--- config.mk ---
export PLATFORM = sky130hd
export DESIGN_NAME = y_tile_pack_writer
export DESIGN_NICKNAME = d
export VERILOG_FILES = /design/src/rtl/y_tile_pack_writer.sv
export SDC_FILE = /design/constraint.sdc
export NUM_CORES = 1
export LEC_CHECK = 0
export ABC_AREA = 1
export BUFFER_PORTS_ARGS = -buffer_cell sky130_fd_sc_hd__buf_2
export CAP_MARGIN = 10
export CORE_MARGIN = 5
export CORE_UTILIZATION = 60
export DETAILED_ROUTE_END_ITERATION = 8
export PLACE_DENSITY_LB_ADDON = 0.05
export SLEW_MARGIN = 20
export SYNTH_ARGS = -nofsm -noshare
export SYNTH_HDL_FRONTEND = slang
export SYNTH_SLANG_ARGS = --single-unit
export TNS_END_PERCENT = 10
--- constraint.sdc ---
create_clock -name clk -period 3 [get_ports clk]
set_clock_uncertainty 0.2 [all_clocks]
set_input_delay 0.6 -clock clk [delete_from_list [all_inputs] [get_ports clk]]
set_output_delay 0.6 -clock clk [all_outputs]
set_load 0.1 [all_outputs]
--- src/rtl/y_tile_pack_writer.sv ---
`default_nettype none
// ============================================================================
// Module   : y_tile_pack_writer
// Purpose  : Packs 4-lane y_t tiles into wide result-SRAM words, writes them
//            at a wrapping auto-incrementing address, tags vector ends and
//            counts completed vectors.
// Revision : 1.0 - initial release
// ============================================================================
module y_tile_pack_writer #(
  parameter int TILE_SIZE  = 4,
  parameter int DATA_WIDTH = 16,
  parameter int DATA_W     = 256,
  parameter int D          = 256,
  parameter int OUT_ADDR_W = 6
) (
  input  logic                            clk,
  input  logic                            rst,
  input  logic                            s_axis_TVALID,
  output logic                            s_axis_TREADY,
  input  logic [TILE_SIZE*DATA_WIDTH-1:0] s_axis_TDATA,
  input  logic                            flush,
  output logic                            m_wr_en,
  input  logic                            m_wr_ready,
  output logic [OUT_ADDR_W-1:0]           m_wr_addr,
  output logic [DATA_W-1:0]               m_wr_data,
  output logic                            m_wr_last,
  output logic                            vec_done,
  output logic [15:0]                     vec_cnt
);

  localparam int LANES     = DATA_W / DATA_WIDTH;
  localparam int TPW       = LANES / TILE_SIZE;
  localparam int WPV       = D / LANES;
  localparam int TILE_BITS = TILE_SIZE * DATA_WIDTH;
  localparam int TIDX_W    = $clog2(TPW);
  localparam int WIDX_W    = $clog2(WPV);

  localparam logic [TIDX_W-1:0] TIDX_LAST = TIDX_W'(TPW - 1);
  localparam logic [WIDX_W-1:0] WIDX_LAST = WIDX_W'(WPV - 1);

  logic [DATA_W-1:0]     pack_q, pack_d;
  logic [TIDX_W-1:0]     tile_idx_q, tile_idx_d;
  logic [WIDX_W-1:0]     word_idx_q, word_idx_d;
  logic [OUT_ADDR_W-1:0] addr_cnt_q, addr_cnt_d;
  logic                  flush_pend_q, flush_pend_d;
  logic                  wr_en_q, wr_en_d;
  logic [OUT_ADDR_W-1:0] wr_addr_q, wr_addr_d;
  logic [DATA_W-1:0]     wr_data_q, wr_data_d;
  logic                  wr_last_q, wr_last_d;
  logic                  vec_done_q, vec_done_d;
  logic [15:0]           vec_cnt_q, vec_cnt_d;

  logic                  w_can_take;
  logic                  w_fire;
  logic                  w_tready;
  logic                  w_accept;
  logic                  w_flush_req;
  logic                  w_has_data;
  logic                  w_full_launch;
  logic                  w_flush_launch;
  logic                  w_launch;
  logic                  w_launch_last;
  logic [DATA_W-1:0]     w_pack_ins;

  // Handshake, packing and launch decisions plus all next-state values.
  always_comb begin
    // The output register can take a new word when empty or draining now.
    w_can_take  = !wr_en_q || m_wr_ready;
    w_fire      = wr_en_q && m_wr_ready;
    // Only the word-completing tile has to wait for room in the output.
    w_tready    = !((tile_idx_q == TIDX_LAST) && !w_can_take);
    w_accept    = s_axis_TVALID && w_tready;
    w_flush_req = flush || flush_pend_q;
    w_has_data  = w_accept || (tile_idx_q != '0);

    w_pack_ins = pack_q;
    for (int k = 0; k < TPW; k++) begin
      if (w_accept && (tile_idx_q == TIDX_W'(k))) begin
        w_pack_ins[k*TILE_BITS +: TILE_BITS] = s_axis_TDATA;
      end
    end

    // A tile completing the word wins over flush: the word is simply full.
    w_full_launch  = w_accept && (tile_idx_q == TIDX_LAST);
    w_flush_launch = w_flush_req && w_has_data && w_can_take && !w_full_launch;
    w_launch       = w_full_launch || w_flush_launch;
    w_launch_last  = (word_idx_q == WIDX_LAST) || w_flush_launch;

    // A flush that finds data but no room waits; an empty flush is dropped.
    flush_pend_d = w_flush_req && w_has_data && !w_can_take;

    pack_d     = w_pack_ins;
    tile_idx_d = tile_idx_q;
    if (w_launch) begin
      pack_d     = '0;
      tile_idx_d = '0;
    end else if (w_accept) begin
      tile_idx_d = tile_idx_q + 1'b1;
    end

    word_idx_d = word_idx_q;
    if (w_launch) begin
      word_idx_d = w_launch_last ? '0 : word_idx_q + 1'b1;
    end

    addr_cnt_d = w_fire ? addr_cnt_q + 1'b1 : addr_cnt_q;

    wr_en_d   = wr_en_q;
    wr_addr_d = wr_addr_q;
    wr_data_d = wr_data_q;
    wr_last_d = wr_last_q;
    if (w_launch) begin
      wr_en_d   = 1'b1;
      // When refilling in the cycle of a write, the new word takes the next address.
      wr_addr_d = addr_cnt_d;
      wr_data_d = w_pack_ins;
      wr_last_d = w_launch_last;
    end else if (w_fire) begin
      wr_en_d = 1'b0;
    end

    vec_done_d = w_fire && wr_last_q;
    vec_cnt_d  = vec_cnt_q + {15'd0, vec_done_d};
  end

  // State register with synchronous reset; reset discards partial and held words.
  always_ff @(posedge clk) begin
    if (rst) begin
      pack_q       <= '0;
      tile_idx_q   <= '0;
      word_idx_q   <= '0;
      addr_cnt_q   <= '0;
      flush_pend_q <= 1'b0;
      wr_en_q      <= 1'b0;
      wr_addr_q    <= '0;
      wr_data_q    <= '0;
      wr_last_q    <= 1'b0;
      vec_done_q   <= 1'b0;
      vec_cnt_q    <= '0;
    end else begin
      pack_q       <= pack_d;
      tile_idx_q   <= tile_idx_d;
      word_idx_q   <= word_idx_d;
      addr_cnt_q   <= addr_cnt_d;
      flush_pend_q <= flush_pend_d;
      wr_en_q      <= wr_en_d;
      wr_addr_q    <= wr_addr_d;
      wr_data_q    <= wr_data_d;
      wr_last_q    <= wr_last_d;
      vec_done_q   <= vec_done_d;
      vec_cnt_q    <= vec_cnt_d;
    end
  end

  assign s_axis_TREADY = w_tready;
  assign m_wr_en       = wr_en_q;
  assign m_wr_addr     = wr_addr_q;
  assign m_wr_data     = wr_data_q;
  assign m_wr_last     = wr_last_q;
  assign vec_done      = vec_done_q;
  assign vec_cnt       = vec_cnt_q;

endmodule
`default_nettype wire

==> key figures, run 1 <==
STA
  • Max Slew Vio Count: 0
  • Final worst-path setup slack: 0.257 ns
  • Slew @ Worst Pin: 0.743 ns
  • Max Freq: 0.365 GHz
  • RSZ-0062 raised after global routing: no
  • Hold Slack: 0.159 ns
  • Final setup viols: 0
  • Max_slew headroom: 50.5%
  • Final min period: 2.74 ns
  • Fin crit share: 91.4%
  • Final hold viol count: 0

Yosys
  • Synth Register Bits: 550
  • Sequential cell area fraction in the yosys report: 51.8%
  • EDFF count, synth: 0
  • Syn_area_per_cell: 7.81 um^2
  • Yosys warning count: 0
  • Post-synthesis cell type count: 30
  • Largest cells by area after synthesis: dfxtp_1, nor2_1, nand2_1
  • Prevailing post-synth register cell: dfxtp_1
  • Mapped Area: 21300 um^2
  • Most frequent cell after synthesis: nor2_1
  • Gate count after technology mapping: 2721
  • Top-area cell type share of the netlist area: 51.8%
  • Ys async rst share: 0%
  • Cell taking the most area after synthesis: dfxtp_1
  • Commonest cells post-synth: nor2_1, dfxtp_1, nand2_1, o21ai_0, nand3_1
  • Syn nets: 2798

CTS
  • Num Clock Sinks: 550
  • Clk slew on worst S/H paths: 0.07 ns
  • # hold bufs at CTS: 0
  • Post-CTS setup buffers: 0
  • Root buf cell: clkbuf_16
  • H-tree levels: 2
  • Cts bufs inserted: 53
  • Clock latency on the worst-skew pair: 0.57 ns
  • TritonCTS clock tree: done
  • CTS resizes: 0
  • CTS max path bufs: 3

Critical path
  • Critical Path AT: 3.01 ns
  • CP Cell Sequence: inv_1 -> ha_4 -> buf_4 -> nand2_2 -> buf_12 -> nand2_1 -> nand2_1 -> nor2_1 -> nor2_1
  • Crit path buffers/inverters: 3
  • CP peak stage delay: 0.65 ns
  • R2r setup slk: 0.26 ns
  • CP top delay family: buffers and inverters
  • Worst-path maximum fanout: 53
  • Worst Setup Path Type: reg2reg
  • Slowest CP cell: buf_4
  • CP required: 3.27 ns
  • Worst Setup Start Kind: flip-flop
  • CP Capture Type: flip-flop

Floorplan
  • Die width: 198 um
  • Die H: 198 um
  • Initial Util: 60.2%
  • Core Rows: 69
  • Die Area: 39300 um^2
  • Placeable core area: 35300 um^2
  • I/O pins: 351

Routing
  • DRT Pass-1 Iters: 5
  • Avg WL per Cell: 16.6 um
  • Via count: 18.9k
  • Vias/cell: 5.44
  • Initial DRC count: 1262
  • Final ANT Viol Nets: 0
  • WL final: 57800 um
  • DRC violations left: 0

Placement
  • HPWL Detailed: 36600 um
  • # port buffers: 350
  • Dpl ws: 0.298 ns
  • Final RePlAce weighted congestion: 0.864

Global route
  • Pin count of the biggest net entering global routing: 147
  • First-pass GRT wire length: 92700 um
  • Total Routing Usage GR: 28.5%
  • Initial antenna violation count: 5
  • Vias in the first global route: 18.0k
  • Global route overflow: 0

Pwr
  • Power Density: 762 nW/um^2
  • Clock share of power: 37.3%
  • Internal: 12.7 mW
  • Max IR drop VDD: 596 uV
  • Combinational Power Share: 21.3%
  • Switching part of the total: 33.7%
  • Tot Pwr: 19.1 mW
  • Net switching power: 6.44 mW
  • Leakage power: 11.9 nW
  • Reg power frac: 41.4%

Layout
  • Footprint of the multi-input gates: 8980 um^2
  • Layout fillers: 2838
  • Register area: 11000 um^2
  • Nets@finish: 3051
  • Fraction of layout cells with a size suffix above 1: 21.6%
  • Area Overhead vs Synth: 17.9%

Worst hold path
  • Hold Path Class: in2reg

Run
  • MaxCap Viol Count: 0

Run status
  • Status: finished clean
==> layout make-up <==
class	instances	share of cell area, %
Timing Repair Buffer	388	8.92
Clock inverter	20	1.21
Multi-Input combinational cell	1886	35.8
Antenna cell	2	0.0200
Inverter	95	1.51
Sequential cell	550	43.9
Clock buffer	76	6.28
Tap cell	461	2.30
==> final timing paths <==
check / start / end / cells past startpoint
setup reg to reg: tile_idx_q[0] / m_wr_data[18] / 9
setup / recovery: tile_idx_q[0] / m_wr_data[18] / 9
hold / removal: s_axis_TDATA[1] / pack_q[1] / 3
hold reg to reg: m_wr_data[255] / m_wr_data[255] / 2
==> sequential cells by signal (all words and copies together), names as in the netlist <==
register	cells
addr_cnt_q	6
flush_pend_q	1
m_wr_addr	6
m_wr_data	256
m_wr_en	1
m_wr_last	1
pack_q	256
tile_idx_q	2
vec_cnt	16
vec_done	1
word_idx_q	4
==> metal layers <==
metal | up-vias | global-route usage, % | part of all wire (%)
met2 | 609 | 45.6 | 46
li1 | 9286 | - | -
met1 | 8916 | 39.3 | 44
met3 | 100 | 4.90 | 6.8
met5 | - | 0 | 0.059
met4 | 6 | 9.87 | 3.1
==> layout by cell type, fill, tap and decap left out, drive strengths merged <==
| master | Yosys | layout |
|---|---|---|
| nand3 | 208 | 208 |
| a31oi | 2 | 2 |
| or2 | 2 | 2 |
| o21bai | 1 | 1 |
| a21oi | 208 | 208 |
| inv | 94 | 96 |
| nand2 | 498 | 498 |
| o21ai | 330 | 330 |
| clkinv | 1 | 11 |
| clkbuf | 92 | 76 |
| ha | 8 | 8 |
| nor3 | 5 | 5 |
| xor2 | 2 | 2 |
| diode | 0 | 2 |
| and2 | 63 | 63 |
| nor2 | 552 | 552 |
| dfxtp | 550 | 550 |
| nand4 | 4 | 4 |
| buf | 98 | 388 |
| o21a | 2 | 2 |
| bufinv | 0 | 8 |
| and3 | 1 | 1 |
==> cell families (layout without fill, tap and decap cells) <==
logic type	count (synthesis)	in the layout	share of synthesized area (%)
fa+ha+maj	8	8	0.471
buf+inv	285	579	6.22
simple gates	1333	1333	25.8
flops	550	550	51.8
compound gates	543	543	15.7
other cells	0	2	0
xor+xnor	2	2	0.0824
==> tightest hold or removal path, cell delays in order <==
cell and delay (ns):
buf_2 0.13, nand3_1 0.09, a21oi_1 0.06
==> metrics by stage <==
stage | instance area [um^2] | TNS (ns) | std cells | util, %
2_1_floorplan | 21300 | -0.0263 | 2721 | -
3_3_place_gp | 23200 | 0 | 3380 | 65.7
3_5_place_dp | 23200 | 0 | 3380 | 65.7
4_1_cts | 25100 | 0 | 3476 | 71.0
5_1_grt | 25100 | 0 | 3477 | 71.0
6_report | 25100 | 0 | 3478 | 71.0
==> power by group through the flow <==
stage                     clock [mW]  combinational [mW]  sequential, mW
after floorplan                    0                1.08            10.2
after global placement             0                4.03            8.05
after detailed placement           0                4.06            8.06
after CTS                       7.22                4.08            7.90
after global routing            7.56                4.29            7.94
final                           7.13                4.07            7.91
Note: power is estimated with default switching activity, not from simulation.
==> inputs of run 2 (changes only) <==
CORE_MARGIN = default   (was 5)
==> run 2 against run 1 <==
Effect of this change:
- register-to-register slack better by 0.09 ns
- highest routed layer is now met4
- core utilization increased by 1.1 points
- cell count is 0.17% lower
- largest cell class unchanged
- flip-flop and latch count unchanged
==> key figures, run 2 (synthesis results as in run 1) <==
Pwr
  • Max IR drop VDD: 561 uV (was 596 uV)
  • Leakage power: 11.9 nW (about the same)
  • Power Density: 751 nW/um^2 (was 762 nW/um^2)

Critical path
  • Critical R2R Launch: tile_idx_q[1] (was tile_idx_q[0])
  • CP Capture Type: flip-flop (unchanged)
  • Slowest CP cell: dfxtp_1 (was buf_4)
  • Worst-path maximum fanout: 42 (was 53)
  • CP startpoint: tile_idx_q[1] (was tile_idx_q[0])
  • Worst Setup EP: pack_q[19] (was m_wr_data[18])
  • Reg2reg end: pack_q[19] (was m_wr_data[18])
  • Worst Setup Start Kind: flip-flop (unchanged)
  • Critical Path AT: 2.92 ns (was 3.01 ns)
  • FF-to-FF path depth: 10 (was 9)
  • CP peak stage delay: 0.35 ns (was 0.65 ns)
  • CP required: 3.27 ns (about the same)
  • CP Cell Sequence: ha_1 -> nand3_4 -> nand2_2 -> inv_6 -> nand2_4 -> nand2_8 -> nor2_8 -> inv_8 -> buf_4 -> a21oi_1 (was inv_1 -> ha_4 -> buf_4 -> nand2_2 -> buf_12 -> nand2_1 -> nand2_1 -> nor2_1 -> nor2_1)
  • R2r setup slk: 0.35 ns (was 0.26 ns)
  • Worst Setup Path Type: reg2reg (unchanged)

Routing
  • DRC violations left: 0 (unchanged)
  • Avg WL per Cell: 16.4 um (was 16.6 um)
  • WL final: 56900 um (was 57800 um)
  • Via count: 19.0k (was 18.9k)
  • Initial DRC count: 1378 (was 1262)
  • Vias/cell: 5.46 (was 5.44)
  • DRT Pass-1 Iters: 5 (unchanged)
  • Final ANT Viol Nets: 0 (unchanged)

STA
  • Final hold viol count: 0 (unchanged)
  • Fin crit share: 88.5% (was 91.4%)
  • Setup TNS: 0 ns (unchanged)
  • Max_slew headroom: 42.1% (was 50.5%)
  • Final min period: 2.65 ns (was 2.74 ns)
  • Final setup viols: 0 (unchanged)
  • RSZ-0062 raised after global routing: no (unchanged)
  • Max Freq: 0.377 GHz (was 0.365 GHz)
  • Max Slew Vio Count: 0 (unchanged)
  • Final worst-path setup slack: 0.346 ns (was 0.257 ns)
  • Slew @ Worst Pin: 0.868 ns (was 0.743 ns)

Placement
  • # port buffers: 350 (unchanged)
  • HPWL Detailed: 35500 um (was 36600 um)
  • Final RePlAce weighted congestion: 0.870 (was 0.864)
  • Dpl ws: 0.292 ns (was 0.298 ns)

Global route
  • Vias in the first global route: 17.8k (was 18.0k)
  • Pin count of the biggest net entering global routing: 129 (was 147)
  • First-pass GRT wire length: 90600 um (was 92700 um)
  • Initial antenna violation count: 3 (was 5)
  • GR Util met1: 42.4% (was 39.3%)
  • Global routing usage on met2: 49.3% (was 45.6%)
  • Gr busiest metal: met2 (unchanged)
  • Total Routing Usage GR: 30.9% (was 28.5%)
  • GRT met3 Usage: 4.18% (was 4.90%)
  • Global route overflow: 0 (unchanged)

Floorplan
  • Initial Util: 61.2% (was 60.2%)
  • Placeable core area: 34700 um^2 (was 35300 um^2)
  • I/O pins: 351 (unchanged)
  • Die width: 190 um (was 198 um)
  • Core Rows: 68 (was 69)
  • Die H: 190 um (was 198 um)
  • Die Area: 36200 um^2 (was 39300 um^2)

Layout
  • Area Overhead vs Synth: 17.8% (was 17.9%)
  • Register area: 11000 um^2 (unchanged)
  • Footprint of the multi-input gates: 8990 um^2 (was 8980 um^2)
  • Highest-count cells in the layout ignoring fill and taps: nor2_1, dfxtp_1, nand2_1 (unchanged)
  • Nets@finish: 3052 (was 3051)
  • Fraction of layout cells with a size suffix above 1: 21.4% (was 21.6%)
  • Layout fillers: 2843 (was 2838)
  • Commonest non-fill, non-tap cell in the layout: nor2_1 (unchanged)

CTS
  • Clock latency on the worst-skew pair: 0.59 ns (was 0.57 ns)
  • Cts bufs inserted: 54 (was 53)
  • # hold bufs at CTS: 0 (unchanged)
  • H-tree levels: 2 (unchanged)
  • Clk slew on worst S/H paths: 0.06 ns (was 0.07 ns)
  • CTS max path bufs: 3 (unchanged)
  • Post-CTS setup buffers: 0 (unchanged)
  • CTS resizes: 0 (unchanged)
  • Root buf cell: clkbuf_16 (unchanged)
  • TritonCTS clock tree: done (unchanged)
  • Num Clock Sinks: 550 (unchanged)

Run
  • MaxCap Viol Count: 0 (unchanged)

Run status
  • Status: finished clean (unchanged)

Worst hold path
  • Hold Path Class: in2reg (unchanged)
[run 2: worst min-delay path by stage]
stage,start,end,slack (ns),depth (start not counted)
after floorplan,word_idx_q[1],word_idx_q[1],0.24,2
after global placement,pack_q[6],pack_q[6],0.26,2
after detailed placement,pack_q[6],pack_q[6],0.26,2
after CTS,s_axis_TDATA[20],pack_q[20],0.12,3
after global routing,s_axis_TDATA[9],pack_q[9],0.14,3
final,s_axis_TDATA[16],pack_q[16],0.14,3
[run 2: critical path: cells and delay by family (launching register included)]
family,cells,cell delay [ns]
buf+inv,3,0.89
simple gates,5,0.69
flops,1,0.35
fa+ha+maj,1,0.29
compound gates,1,0.07
[run 2: per-stage QoR]
stage | total power, mW | area (um^2) | utilization (%) | hold WS (ns) | instances
final | 18.8 | 25000 | 72.1 | 0.140 | 3472
after global routing | 19.4 | 25000 | 72.1 | 0.141 | 3471
after CTS | 18.9 | 25000 | 72.1 | 0.115 | 3469
after detailed placement | 12.1 | 23200 | 67.0 | 0.262 | 3374
after global placement | 12.1 | 23200 | 67.0 | 0.259 | 3374
after floorplan | 11.3 | 21300 | - | 0.242 | 2721
[run 2: final cells by class]
| cell class | count | share of cell area (%) |
|---|---|---|
| flip-flops and latches | 550 | 44.0 |
| clock buffers | 87 | 6.78 |
| inverters | 95 | 1.51 |
| multi-input cells | 1886 | 35.9 |
| well taps | 455 | 2.27 |
| clock inverters | 8 | 0.370 |
| diodes | 3 | 0.0300 |
| repair buffers | 388 | 9.18 |
[run 2: routing by layer]
metal  vias to the layer above  part of all wire (%)
li1                       9298                     -
met1                      8832                    44
met2                       739                    46
met3                       101                   7.4
met4                         0                   2.9
met5                         -                     0
[run 2: power by group]
part           switching, mW  total [mW]  internal (mW)
Clock                   2.81        6.82           4.02
Sequential             0.214        7.91           7.70
Combinational           3.41        4.07          0.661
Total                   6.43        18.8           12.4
==> inputs of run 3 (changes only) <==
ABC_AREA = default   (was 1)
CORE_UTILIZATION = 59   (was 60)
==> run 3 against run 2 <==
Effect of this change:
- flip-flop and latch count stayed put
- clock-buffer cell count is 1 lower
- cell count is 24% lower
- largest cell class unchanged
- routed wire length is 19% lower
- worst hold slack better by 0.0037 ns
- largest power group unchanged
==> key figures, run 3 <==
STA
  • Max Slew Vio Count: 0 (unchanged)
  • Max Freq: 0.388 GHz (was 0.377 GHz)
  • Final hold viol count: 0 (unchanged)
  • Final min period: 2.58 ns (was 2.65 ns)
  • Fin crit share: 86.0% (was 88.5%)
  • Setup TNS: 0 ns (unchanged)
  • Hold Slack: 0.143 ns (was 0.140 ns)
  • Final setup viols: 0 (unchanged)
  • RSZ-0062 raised after global routing: no (unchanged)
  • Max_slew headroom: 43.0% (was 42.1%)
  • Slew @ Worst Pin: 0.854 ns (was 0.868 ns)

Layout
  • Nets@finish: 2222 (was 3052)
  • Commonest non-fill, non-tap cell in the layout: dfxtp_1 (was nor2_1)
  • Highest-count cells in the layout ignoring fill and taps: dfxtp_1, nor2_1, buf_2 (was nor2_1, dfxtp_1, nand2_1)
  • Area Overhead vs Synth: 18.5% (was 17.8%)
  • Fraction of layout cells with a size suffix above 1: 24.4% (was 21.4%)
  • Core Util, Final: 71.0% (was 72.1%)

Routing
  • Avg WL per Cell: 17.4 um (was 16.4 um)
  • DRC violations left: 0 (unchanged)
  • WL final: 45800 um (was 56900 um)
  • DRT Pass-1 Iters: 5 (unchanged)
  • Final ANT Viol Nets: 0 (unchanged)
  • Initial DRC count: 872 (was 1378)
  • Via count: 14.2k (was 19.0k)
  • Vias/cell: 5.41 (was 5.46)

CTS
  • CTS max path bufs: 3 (unchanged)
  • # hold bufs at CTS: 0 (unchanged)
  • H-tree levels: 2 (unchanged)
  • Root buf cell: clkbuf_16 (unchanged)
  • Post-CTS setup buffers: 0 (unchanged)
  • CTS resizes: 0 (unchanged)
  • Cts bufs inserted: 53 (was 54)
  • Num Clock Sinks: 550 (unchanged)
  • Clock latency on the worst-skew pair: 0.56 ns (was 0.59 ns)
  • TritonCTS clock tree: done (unchanged)
  • Clk slew on worst S/H paths: 0.06 ns (about the same)

Critical path
  • R2r setup slk: 0.52 ns (was 0.35 ns)
  • CP peak stage delay: 0.47 ns (was 0.35 ns)
  • Worst Setup Path Type: reg2out (was reg2reg)
  • Slowest CP cell: buf_2 (was dfxtp_1)
  • CP Capture Type: primary output (was flip-flop)
  • Critical Path AT: 1.78 ns (was 2.92 ns)
  • CP top delay family: buffers and inverters (unchanged)
  • CP required: 2.20 ns (was 3.27 ns)
  • CP Cell Sequence: ha_1 -> nand3b_2 -> buf_2 (was ha_1 -> nand3_4 -> nand2_2 -> inv_6 -> nand2_4 -> nand2_8 -> nor2_8 -> inv_8 -> buf_4 -> a21oi_1)
  • Worst-path maximum fanout: 6 (was 42)
  • Crit path buffers/inverters: 1 (was 3)
  • Worst Setup Start Kind: flip-flop (unchanged)

Yosys
  • Yosys warning count: 0 (unchanged)
  • Post-Synth Simple-Gate Area: 11.9% (was 25.8%)
  • Largest cells by area after synthesis: dfxtp_1, mux2i_1, nor2_1 (was dfxtp_1, nor2_1, nand2_1)
  • Post-synthesis cell type count: 41 (was 30)
  • Most frequent cell after synthesis: dfxtp_1 (was nor2_1)
  • Xor and xnor area share after synthesis: 0.764% (was 0.0824%)
  • Synth Register Bits: 550 (unchanged)
  • Commonest cells post-synth: dfxtp_1, nor2_1, mux2i_1, a211oi_1, buf_2 (was nor2_1, dfxtp_1, nand2_1, o21ai_0, nand3_1)
  • Sequential cell area fraction in the yosys report: 56.5% (was 51.8%)
  • Gate count after technology mapping: 1859 (was 2721)
  • Prevailing post-synth register cell: dfxtp_1 (unchanged)
  • Syn nets: 1936 (was 2798)
  • Syn_area_per_cell: 10.5 um^2 (was 7.81 um^2)
  • Top-area cell type share of the netlist area: 56.5% (was 51.8%)
  • EDFF count, synth: 0 (unchanged)
  • Cell taking the most area after synthesis: dfxtp_1 (unchanged)
  • Mapped Area: 19500 um^2 (was 21300 um^2)
  • Synth Area in Compound Gates: 12.5% (was 15.7%)
  • Adder-Cell Fraction of Synth Area: 0.513% (was 0.471%)
  • Post-synthesis mux area share: 13.2% (was 0%)
  • Largest family of logic cells by synthesized area: multiplexers (was simple AND/OR/NAND/NOR gates)
  • Ys async rst share: 0% (unchanged)

Global route
  • Global route overflow: 0 (unchanged)
  • Pin count of the biggest net entering global routing: 131 (was 129)
  • First-pass GRT wire length: 72500 um (was 90600 um)
  • Initial antenna violation count: 2 (was 3)
  • Vias in the first global route: 13.7k (was 17.8k)
  • Total Routing Usage GR: 26.8% (was 30.9%)

Pwr
  • Tot Pwr: 19.1 mW (was 18.8 mW)
  • Leakage power: 9.34 nW (was 11.9 nW)
  • Power Density: 828 nW/um^2 (was 751 nW/um^2)
  • Max IR drop VDD: 622 uV (was 561 uV)

Floorplan
  • I/O pins: 351 (unchanged)
  • Placeable core area: 32500 um^2 (was 34700 um^2)
  • Die Area: 33800 um^2 (was 36200 um^2)
  • Core Rows: 66 (was 68)
  • Initial Util: 59.9% (was 61.2%)
  • Die H: 184 um (was 190 um)
  • Die width: 184 um (was 190 um)

Placement
  • # port buffers: 350 (unchanged)
  • HPWL Detailed: 28800 um (was 35500 um)
  • Final RePlAce weighted congestion: 0.788 (was 0.870)

Worst hold path
  • Hold Path Class: in2reg (unchanged)

Run status
  • Status: finished clean (unchanged)

Run
  • MaxCap Viol Count: 0 (unchanged)
==> run 3: worst paths after layout <==
kind | depth (start not counted) | endpoint | startpoint
setup / recovery | 3 | s_axis_TREADY | tile_idx_q[0]
hold / removal | 3 | pack_q[48] | s_axis_TDATA[48]
setup reg to reg | 8 | m_wr_data[178] | tile_idx_q[0]
hold reg to reg | 1 | m_wr_addr[1] | m_wr_addr[1]
==> run 3: area by class of cell <==
cell class                      count  area (um^2)
Antenna cell                        1         2.50
Multi-Input combinational cell   1156         7620
Clock buffer                       86         1620
Clock inverter                     11         58.8
Timing Repair Buffer              379         2220
Fill cell                        2521         9430
Sequential cell                   550        11000
Inverter                            5         18.8
Tap cell                          442          553
==> run 3: kinds of logic after synthesis <==
| kind of cell | count (synthesis) |
|---|---|
| buffers and inverters | 153 |
| adders and majority gates | 8 |
| and+or+nand+nor | 592 |
| DFF | 550 |
| AOI/OAI and AO/OA | 282 |
| xor gates and xnor gates | 17 |
| muxes | 257 |
==> run 3: worst min-delay path, delay by kind of cell <==
kind / cells / cell delay, ns
mux: 1 / 0.08
simple gates: 1 / 0.08
buf+inv: 1 / 0.11
==> run 3: per-layer routing <==
layer | global-route usage (%) | wire, um | share of wire [%] | vias to the layer above
li1 | - | - | - | 6989
met5 | 0 | 13 | 0.028 | -
met4 | 10.7 | 1380 | 3.0 | 2
met3 | 5.92 | 2830 | 6.2 | 84
met1 | 35.9 | 20500 | 45 | 6772
met2 | 42.1 | 21100 | 46 | 382
==> run 3: metrics by stage <==
| step | worst slack [ns] | cell area, um^2 | std cells |
|---|---|---|---|
| 4_1_cts | 0.395 | 23100 | 2629 |
| 5_1_grt | 0.349 | 23100 | 2630 |
| 6_report | 0.420 | 23100 | 2630 |
| 2_1_floorplan | 0.337 | 19500 | 1859 |
| 3_5_place_dp | 0.472 | 21400 | 2532 |
| 3_3_place_gp | 0.554 | 21400 | 2532 |
==> run 3: power breakdown <==
part,total (mW),switching [mW],internal (mW)
combinational,4.73,3.90,0.832
clock,6.36,2.67,3.68
sequential,8.03,0.255,7.78
total,19.1,6.83,12.3
